`src/rtl/alu_mul_seq.sv`:
```
// rtl/alu_mul_seq.sv - shift-and-add multiply sequenced through the shared Hack ALU
module alu_mul_seq #(
    parameter bit EARLY_EXIT = 1'b1
) (
    input  logic        clk,
    input  logic        reset,
    input  logic        start,
    input  logic [15:0] a,
    input  logic [15:0] b,
    output logic        busy,
    output logic        done,
    output logic [15:0] product,
    output logic        prod_zr,
    output logic        alu_own,
    output logic [15:0] alu_x,
    output logic [15:0] alu_y,
    output logic        alu_zx,
    output logic        alu_nx,
    output logic        alu_zy,
    output logic        alu_ny,
    output logic        alu_f,
    output logic        alu_no,
    input  logic [15:0] alu_out
);

    typedef enum logic [1:0] {
        S_IDLE = 2'd0,
        S_ADD  = 2'd1,
        S_DBL  = 2'd2,
        S_DONE = 2'd3
    } state_t;

    state_t      state;
    state_t      state_nxt;
    logic [15:0] acc;
    logic [15:0] mcand;
    logic [15:0] mplier;
    logic [3:0]  cnt;

    // DBL ends the run after 16 iterations, or as soon as no multiplier bits remain
    logic last_iter;
    assign last_iter = (cnt == 4'd15) || (EARLY_EXIT && (mplier[15:1] == 15'd0));

    // State register
    always_ff @(posedge clk) begin
        if (reset) begin
            state <= S_IDLE;
        end else begin
            state <= state_nxt;
        end
    end

    // Next-state logic; start is only honoured in IDLE
    always_comb begin
        state_nxt = state;
        case (state)
            S_IDLE: if (start) state_nxt = S_ADD;
            S_ADD:  state_nxt = S_DBL;
            S_DBL:  state_nxt = last_iter ? S_DONE : S_ADD;
            S_DONE: state_nxt = S_IDLE;
            default: state_nxt = S_IDLE;
        endcase
    end

    // Datapath registers: operands latched on start, ALU result captured in ADD/DBL
    always_ff @(posedge clk) begin
        if (reset) begin
            acc     <= 16'd0;
            mcand   <= 16'd0;
            mplier  <= 16'd0;
            cnt     <= 4'd0;
            product <= 16'd0;
            prod_zr <= 1'b1;
        end else begin
            case (state)
                S_IDLE: begin
                    if (start) begin
                        acc    <= 16'd0;
                        mcand  <= a;
                        mplier <= b;
                        cnt    <= 4'd0;
                    end
                end
                S_ADD: begin
                    if (mplier[0]) acc <= alu_out;
                end
                S_DBL: begin
                    mcand  <= alu_out;
                    mplier <= mplier >> 1;
                    cnt    <= cnt + 4'd1;
                end
                S_DONE: begin
                    product <= acc;
                    prod_zr <= (acc == 16'd0);
                end
                default: ;
            endcase
        end
    end

    // Status and ALU drive depend only on state and mplier[0], so they are stable all cycle
    always_comb begin
        busy    = 1'b0;
        done    = 1'b0;
        alu_own = 1'b0;
        alu_x   = 16'd0;
        alu_y   = 16'd0;
        alu_zx  = 1'b0;
        alu_nx  = 1'b0;
        alu_zy  = 1'b0;
        alu_ny  = 1'b0;
        alu_f   = 1'b0;
        alu_no  = 1'b0;
        case (state)
            S_ADD: begin
                busy    = 1'b1;
                alu_own = 1'b1;
                alu_x   = acc;
                if (mplier[0]) begin
                    alu_y = mcand;
                    alu_f = 1'b1;
                end else begin
                    alu_zy = 1'b1;
                    alu_ny = 1'b1;
                end
            end
            S_DBL: begin
                busy    = 1'b1;
                alu_own = 1'b1;
                alu_x   = mcand;
                alu_y   = mcand;
                alu_f   = 1'b1;
            end
            S_DONE: begin
                busy = 1'b1;
                done = 1'b1;
            end
            default: ;
        endcase
    end

endmodule
```
`config.mk`:
```
export PLATFORM = sky130hd
export DESIGN_NAME = alu_mul_seq
export DESIGN_NICKNAME = d
export VERILOG_FILES = /design/src/rtl/alu_mul_seq.sv
export SDC_FILE = /design/constraint.sdc
export NUM_CORES = 1
export LEC_CHECK = 0
export CAP_MARGIN = 5
export CORE_ASPECT_RATIO = 0.5
export CORE_MARGIN = 3
export CORE_UTILIZATION = 47
export DETAILED_ROUTE_END_ITERATION = 8
export PLACE_DENSITY = 0.84
export SYNTH_ARGS = -nofsm -noshare
export SYNTH_HDL_FRONTEND = slang
export SYNTH_SLANG_ARGS = --single-unit
```
`constraint.sdc`:
```
create_clock -name clk -period 2.2 [get_ports clk]
set_clock_uncertainty 0.05 [all_clocks]
set_input_delay 0.44 -clock clk [delete_from_list [all_inputs] [get_ports clk]]
set_output_delay 0.44 -clock clk [all_outputs]
set_load 0.02 [all_outputs]
```
==> results summary, run 1 <==
The flow ran to the end, and the final reports show no timing, DRC or antenna violations. Summed over all cells, the static leakage comes to between 1.5 and 2 nW. The critical path class is register to output pin. The initial antenna violation count came out at 0. The actual slew at the worst max-slew pin is 0.549 ns. The number of inserted filler cells in the final layout is 511. The worst hold path belongs to the class register to register. The detail-routed via count per cell is 5.73. The number of hold violations in the final report is 0. The remaining antenna violation count after routing is 0. The final layout net count is approximately 560.

The average wire length per cell after detail routing is between 15 and 20 µm. The peak supply drop is 499 µV. The sequential-to-total area share from yosys stat came out at 0.405. The arrival time of the worst setup path came out at around 1.7 ns.

The startpoint identified for the worst register-to-register timing path is state[0]$_SDFFE_PP0P_. The largest net degree at the start of global routing is 73. The worst setup path is launched from a register. The critical path capture point type is an output pin. The number of cells on the worst reg-to-reg path is 9.

The maximum fanout along the worst path is 17. Hold timing on the final database bottoms out at a slack of between 0.4 and 0.5 ns. The floorplan step defined a core boundary enclosing just under 0.007 mm². The worst flop-to-flop path endpoint is mcand[12]$_SDFFE_PP0P_. During synthesis, Yosys emitted a total of 0 warnings. The highest cell delay on the worst timing path came out at between 0.3 and 0.4 ns.

The final worst slack came out at approximately 0.043 ns. In the post-synthesis netlist, the biggest area contributors are dfxtp_1 (41%), mux2i_1 (13%), a211oi_1 (6.8%). The count of cell types in the netlist is 34. The synthesized design spends more area on one cell type than any other, namely dfxtp_1. Timing would allow up to roughly 460 MHz. The power per cell area is between 800 and 900 mW/mm². The total global routing track utilization is 0.236.

The die span in x came out at around 130 µm. In this run the cell area of the synthesized design comes to approximately 0.0035 mm². For this run, asynchronously set or reset flops after synthesis account for 0. The cell sitting at the root of the clock tree is a clkbuf_16.

The starting utilization of the core area is 0.504. The routed design has roughly 11000 µm of wire. The share of Yosys cell area claimed by the top area cell type is 0.405.

The clock edge transition at the registers on the reported setup and hold paths came out at approximately 0.05 ns. The die height is between 60 and 70 µm. Headroom to the max-slew limit came out at 0.630. The congestion estimate from routability-driven global placement came to between 0.8 and 0.9. The maximum number of buffers from clock root to sink came out at 2. For the worst-skew pair, the clock arrives at the later sink with an insertion delay of 0.33 ns. The most used flip-flop cell after synthesis is dfxtp_1. The count of vias placed by the detailed router came out at between 3k and 4k.

The final standard cell area without fillers came out at between 0.005 and 0.006 mm². The most critical setup path has its startpoint at state[0]$_SDFFE_PP0P_. The number of max-slew violations in the final report is 0. The critical path ends at alu_y[4]. The estimated wirelength of the detail-placed design came out at ~7000 µm. The post-detailed-placement cell area is between 0.004 and 0.005 mm². Among all stages on the critical path, the largest delay is contributed by dfxtp_4.

The post-synthesis sequential element count came out at a little over 70. The data required time of the worst path came out at around 1.7 ns. The number of inserted diodes is 0. The total clock sinks came out at just over 70. In the routed design, unresolved DRC markers number 0.

The area growth from synthesis to layout is 44.1%. The H-tree depth is 3. The number of rows created at floorplan is 21. The gate count of the mapped netlist is 391.

The first detailed-routing pass ran for 5 iterations. The synthesized design contains 0 enable-type register cells. The shortest clock period the worst path allows after layout came out at roughly 2.2 ns. The setup TNS came out at 0 ns. For this run the aggregate overflow at the end of global routing stands at 0. The slack of the worst reg-to-reg path came out at 0.15 ns. Measured on the finished design, the core utilization comes to 0.726.

The signal on the critical path passes through inv_2, ha_4, nor2b_4, buf_12, and2_1, buf_4. The via count of the first global-routing pass came to roughly 3.2k. The number of I/O pins came out at between 100 and 150. In the finished design, the share of the clock period the worst path needs comes to 0.981. The average footprint of a synthesized cell came out at about 9 µm². The initial detailed-routing violation count is 367. TritonCTS built the clock tree.

The first-pass GRT wire length is approximately 16000 µm. The floorplan die area is between 0.008 and 0.009 mm². The fraction of layout cells with a size suffix above 1 came out at 0.218.

The worst hold path begins at cnt[0]$_SDFFE_PP0P_. The number of buffers inserted by port buffering came out at roughly 110. The max-capacitance violation count came out at 0. The number of buffers created by CTS came out at 9. The pre-CTS setup slack came out at -0.139 ns. The number of setup violations in the final report came out at 0.
Yosys cell counts (all sizes together) (2+ instances only):
library cell,instances
dfxtp,71
nor2,53
mux2i,47
a211oi,32
buf,24
a21oi,22
nand2,20
nor2b,19
nand4,18
a22oi,17
and2,17
clkbuf,15
ha,6
nor4,6
inv,4
nor3,4
o21ai,4
nand2b,2
nand3,2
worst max-delay path, delay by kind of cell, from the launching register on:
kind | cells | cell delay, ns
flops | 1 | 0.37
simple gates | 2 | 0.30
fa+ha+maj | 1 | 0.29
buf+inv | 3 | 0.37
cell type report:
cell class / count / area (µm²) / area share
multi-input combinational: 279 / 1940 / 0.384
timing repair buffer: 133 / 1270 / 0.252
inverter: 4 / 15.0 / 0.00297
sequential: 71 / 1430 / 0.282
clock buffer: 14 / 284 / 0.0562
tap: 92 / 115 / 0.0228
routing by layer:
metal  routed length [µm]  up-vias  track usage  part of all wire
met2                 5290      132        0.402              0.48
met1                 4770     1645        0.293              0.43
li1                     -     1596            -                 -
met3                  654       25       0.0600             0.060
met5                    0        -            0                 0
met4                  259        0       0.0847             0.024
worst min path at each step:
stage                                         end  slack, ns  cells after the start
after global placement        cnt[0]$_SDFFE_PP0P_       0.42                      2
after detailed placement     prod_zr$_SDFFE_PP1P_       0.43                      2
final                         cnt[0]$_SDFFE_PP0P_       0.44                      2
after global routing          acc[5]$_SDFFE_PP0P_       0.46                      2
after floorplan           mplier[15]$_SDFFE_PP0P_       0.40                      2
after CTS                     cnt[0]$_SDFFE_PP0P_       0.44                      2
kinds of logic (layout without fill, tap and decap cells):
kind of cell               Yosys count  after routing  share of synthesized area
AOI/OAI and AO/OA                   78             78                      0.160
adders and majority gates            6              6                     0.0214
buffers and inverters               43            151                     0.0610
DFF                                 71             71                      0.405
muxes                               47             47                      0.134
other                                1              3                    0.00107
and+or+nand+nor                    145            145                      0.217
power breakdown:
group          total [mW]  internal [mW]  leakage, nW  switching (mW)
combinational        1.28          0.576         1.13           0.708
clock                1.37          0.873        0.141           0.496
sequential           1.57           1.44        0.582           0.132
total                4.22           2.89         1.85            1.34
cells in the final DEF (no fill, tap or decap), types with 4 or more instances in the layout:
cell,count
clkdlybuf4s50_1,66
mux2i_1,47
clkbuf_8,4
dfxtp_1,69
o21ai_0,4
nand2_2,10
a22oi_1,17
nand2_1,10
buf_12,5
nor4_1,6
buf_4,28
and2_1,17
a21oi_1,11
clkdlybuf4s15_2,7
buf_2,16
nor2_1,52
a21oi_2,10
nor2b_1,16
a211oi_1,32
nand4_1,18
clkbuf_16,11
nor3_1,4
state kept, by name, indices dropped and copies added, names as in the netlist:
register  flops
state         2
mplier       16
acc          16
mcand        16
product      16
cnt           4
prod_zr       1
through the flow:
stage	total power [mW]	std cells
5_1_grt	4.40	593
6_report	4.22	593
3_3_place_gp	2.67	576
2_1_floorplan	2.29	393
3_5_place_dp	2.69	576
4_1_cts	4.07	590
timing repair:
item | CTS | global route
gates cloned | 0 | 3
setup endpoints to repair | 43 | 66
hold buffers | 0 | 0
resized for setup | 145 | 28
pin swaps | 1 | 0
buffers inserted | 0 | 0
Note: power is estimated with default switching activity, not from simulation.
==> inputs of run 2 (changes only) <==
Settings changed: SLEW_MARGIN set to 20.
==> results of run 2 <==
The final DEF is identical to that of run 1; final timing and power are the same.
==> inputs of run 3 (changes only) <==
Settings changed: CORE_UTILIZATION 47 to 46, PLACE_DENSITY 0.84 to 0.82.
==> results summary, run 3 (synthesized netlist as in run 1, its figures left out) <==
The number of inserted filler cells in the final layout came to 500 (-2.2%). The total clock sinks came out at 71 (unchanged). In the layout the commonest cells are dfxtp_1 (69), clkdlybuf4s50_1 (67), nor2_1 (52), mux2i_1 (47), a211oi_1 (32).

The timing-limited maximum frequency is 464 MHz (+0.10%). The actual slew at the worst max-slew pin is 0.520 ns (-0.0298 ns). The highest cell delay on the worst timing path was 0.33 ns (-0.04 ns).

The number of setup violations in the final report was 0 (unchanged). The die height came out at 67.8 µm (+0.98%). The core outline area came out at 0.00704 mm² (+1.1%).

The power per cell area is 912 mW/mm² (+9.2%). The first-pass GRT wire length came to 15200 µm (-4.5%). The run finished with clean final reports. The maximum number of buffers from clock root to sink is 2 (unchanged). The initial detailed-routing violation count was 229 (-38%). The number of inserted diodes is 0 (unchanged). The floorplan die area is 0.00877 mm² (+2.0%).

The insertion delay to the later sink of the worst-skew pair is 0.34 ns (about the same). For this design, the slowest cell found on the critical path is dfxtp_2. The detail-routed via count per cell came to 5.48 (-4.4%). The remaining antenna violation count after routing came out at 0 (unchanged). The cell type group with the largest total delay on the critical path is buffers and inverters. The fraction of layout cells with a size suffix above 1 is 0.226 (+0.00818). Counting stages on the worst path, the most repeated cell is buf_4. The final routed wirelength across all metal layers is 9900 µm (-9.8%). The slack of the worst reg-to-reg path is 0.17 ns (+0.02 ns). The post-CTS setup buffer count is 0 (unchanged).

The count of vias placed by the detailed router came out at 3271 (-3.7%). The count of buffer and inverter cells on the critical path is 3 (unchanged). The number of buffers inserted by port buffering is 105 (unchanged). The shortest clock period the worst path allows after layout is 2.16 ns (-0.00221 ns). The H-tree depth came out at 3 (unchanged). The arrival time of the worst setup path came out at 1.67 ns (about the same). Leaving out fill and tap cells, the most frequent cell in the layout is dfxtp_1. The average wire length per cell after detail routing is 16.6 µm (-10%). The post-detailed-placement cell area came to 0.00475 mm² (+0.80%). The clock edge transition at the registers on the reported setup and hold paths was 0.06 ns (about the same). The tree is rooted in a clkbuf_16.

The estimated wirelength of the detail-placed design came out at 7020 µm (+0.44%). The signal on the critical path passes through buf_4, ha_4, a21oi_2, nor2b_4, buf_4, and2_1, buf_4. The startpoint of the worst setup timing path is state[1]$_SDFFE_PP0P_. In this run the worst setup path terminates at alu_y[10]. The final layout net count is 557 (+0.36%). The die span in x came out at 130 µm (+1.0%). The number of hold violations in the final report came out at 0 (unchanged). The headroom to the max-slew limit is 0.650 (+0.0201). The share of the clock period used by the worst path after layout came out at 0.980 (-0.00100).

The total DRC errors in the routed layout came out at 0 (unchanged). The worst setup path is launched from a register. The data required time of the worst path was 1.71 ns (about the same). The number of buffers created by CTS is 9 (unchanged).

The final hold slack was 0.435 ns (-0.00635 ns). The iteration count of the initial detailed-routing pass came to 4 (-1). The starting utilization of the core area is 0.498 (-0.00564). From synthesis to final layout, the design area changed by 45.6%. In this run the critical register-to-register path is launched from state[0]$_SDFFE_PP0P_.

In this run the worst hold path is classified as register to register. The final standard cell area without fillers is 0.00511 mm² (+1.1%). The number of I/O pins is 109 (unchanged). The initial antenna violation count came out at 0 (unchanged).

The total global routing track utilization came out at 0.225 (-0.0111). The endpoint identified for the worst register-to-register timing path is mplier[1]$_SDFFE_PP0P_. TritonCTS built the clock tree. The peak supply drop came out at 533 µV (+6.7%). The maximum fanout along the worst path came out at 4 (-13). The setup TNS is 0 ns (unchanged). The depth of the critical timing path with buffers and inverters included is 7 (+1). The cell count after placement came out at 581 (+0.87%). The number of rows created at floorplan is 21 (unchanged). The aggregate global routing overflow is 0 (unchanged). The critical path capture point type is an output pin. The number of max-slew violations in the final report is 0 (unchanged).

The hold buffer count at CTS is 0 (unchanged). Setup repair after global routing could not meet its margin everywhere. The via count of the first global-routing pass came out at 3025 (-6.1%). The static leakage power came to 1.87 nW (+1.4%). The number of cells on the worst reg-to-reg path was 9 (unchanged). The max-capacitance violation count is 0 (unchanged). The largest net degree at the start of global routing came to 44 (-40%). The worst setup path is of the register to output pin kind. The final RePlAce weighted congestion is 0.770 (-8.0%). The number of standard cells in the final layout excluding fillers came out at 597 (+0.67%).
## run 3: how the worst min path moves through the flow
stage | to | depth (start not counted) | slack (ns) | start
after floorplan | mplier[15]$_SDFFE_PP0P_ | 2 | 0.40 | mplier[15]$_SDFFE_PP0P_
final | cnt[3]$_SDFFE_PP0P_ | 2 | 0.43 | cnt[3]$_SDFFE_PP0P_
after global placement | cnt[0]$_SDFFE_PP0P_ | 2 | 0.42 | cnt[0]$_SDFFE_PP0P_
after detailed placement | cnt[3]$_SDFFE_PP0P_ | 2 | 0.43 | cnt[3]$_SDFFE_PP0P_
after CTS | cnt[0]$_SDFFE_PP0P_ | 2 | 0.44 | cnt[0]$_SDFFE_PP0P_
after global routing | product[1]$_SDFFE_PP0P_ | 2 | 0.46 | product[1]$_SDFFE_PP0P_
## run 3: layer usage
layer,share of wire,vias to the layer above,global-route usage
met2,0.47,108,0.362
met4,0.013,0,0.0596
met5,0,-,0
li1,-,1608,-
met1,0.45,1541,0.303
met3,0.059,14,0.0608
## run 3: repair_timing
| action | CTS | global route |
|---|---|---|
| setup endpoints to repair | 37 | 61 |
| gates resized for setup | 140 | 19 |
| pin swaps | 1 | 0 |
## run 3: where the power goes
part | total [mW] | switching [mW] | internal, mW
clock | 1.91 | 0.549 | 1.37
sequential | 1.57 | 0.129 | 1.44
combinational | 1.18 | 0.649 | 0.534
## run 3: per-stage QoR
| step | total power [mW] | setup slack (ns) | utilization |
|---|---|---|---|
| after floorplan | 2.29 | 0.0131 | - |
| after global placement | 2.69 | -0.0345 | 0.674 |
| after detailed placement | 2.71 | -0.154 | 0.674 |
| after CTS | 4.64 | -0.0248 | 0.720 |
| after global routing | 4.85 | -0.0125 | 0.726 |
| final | 4.66 | 0.0447 | 0.726 |
## run 3: tightest hold or removal path: stages (launching register included)
cell     delay (ns)
dfxtp_1        0.33
nand2_1        0.06
a21oi_1        0.05
## run 3: area by class of cell
type                    count  area, µm²  area share
flip-flops and latches     71       1430       0.279
repair buffers            135       1230       0.240
well taps                  92        115      0.0225
clock buffers              10        239      0.0468
inverters                   4       15.0     0.00294
multi-input cells         279       1930       0.378
clock inverters             6        155      0.0304
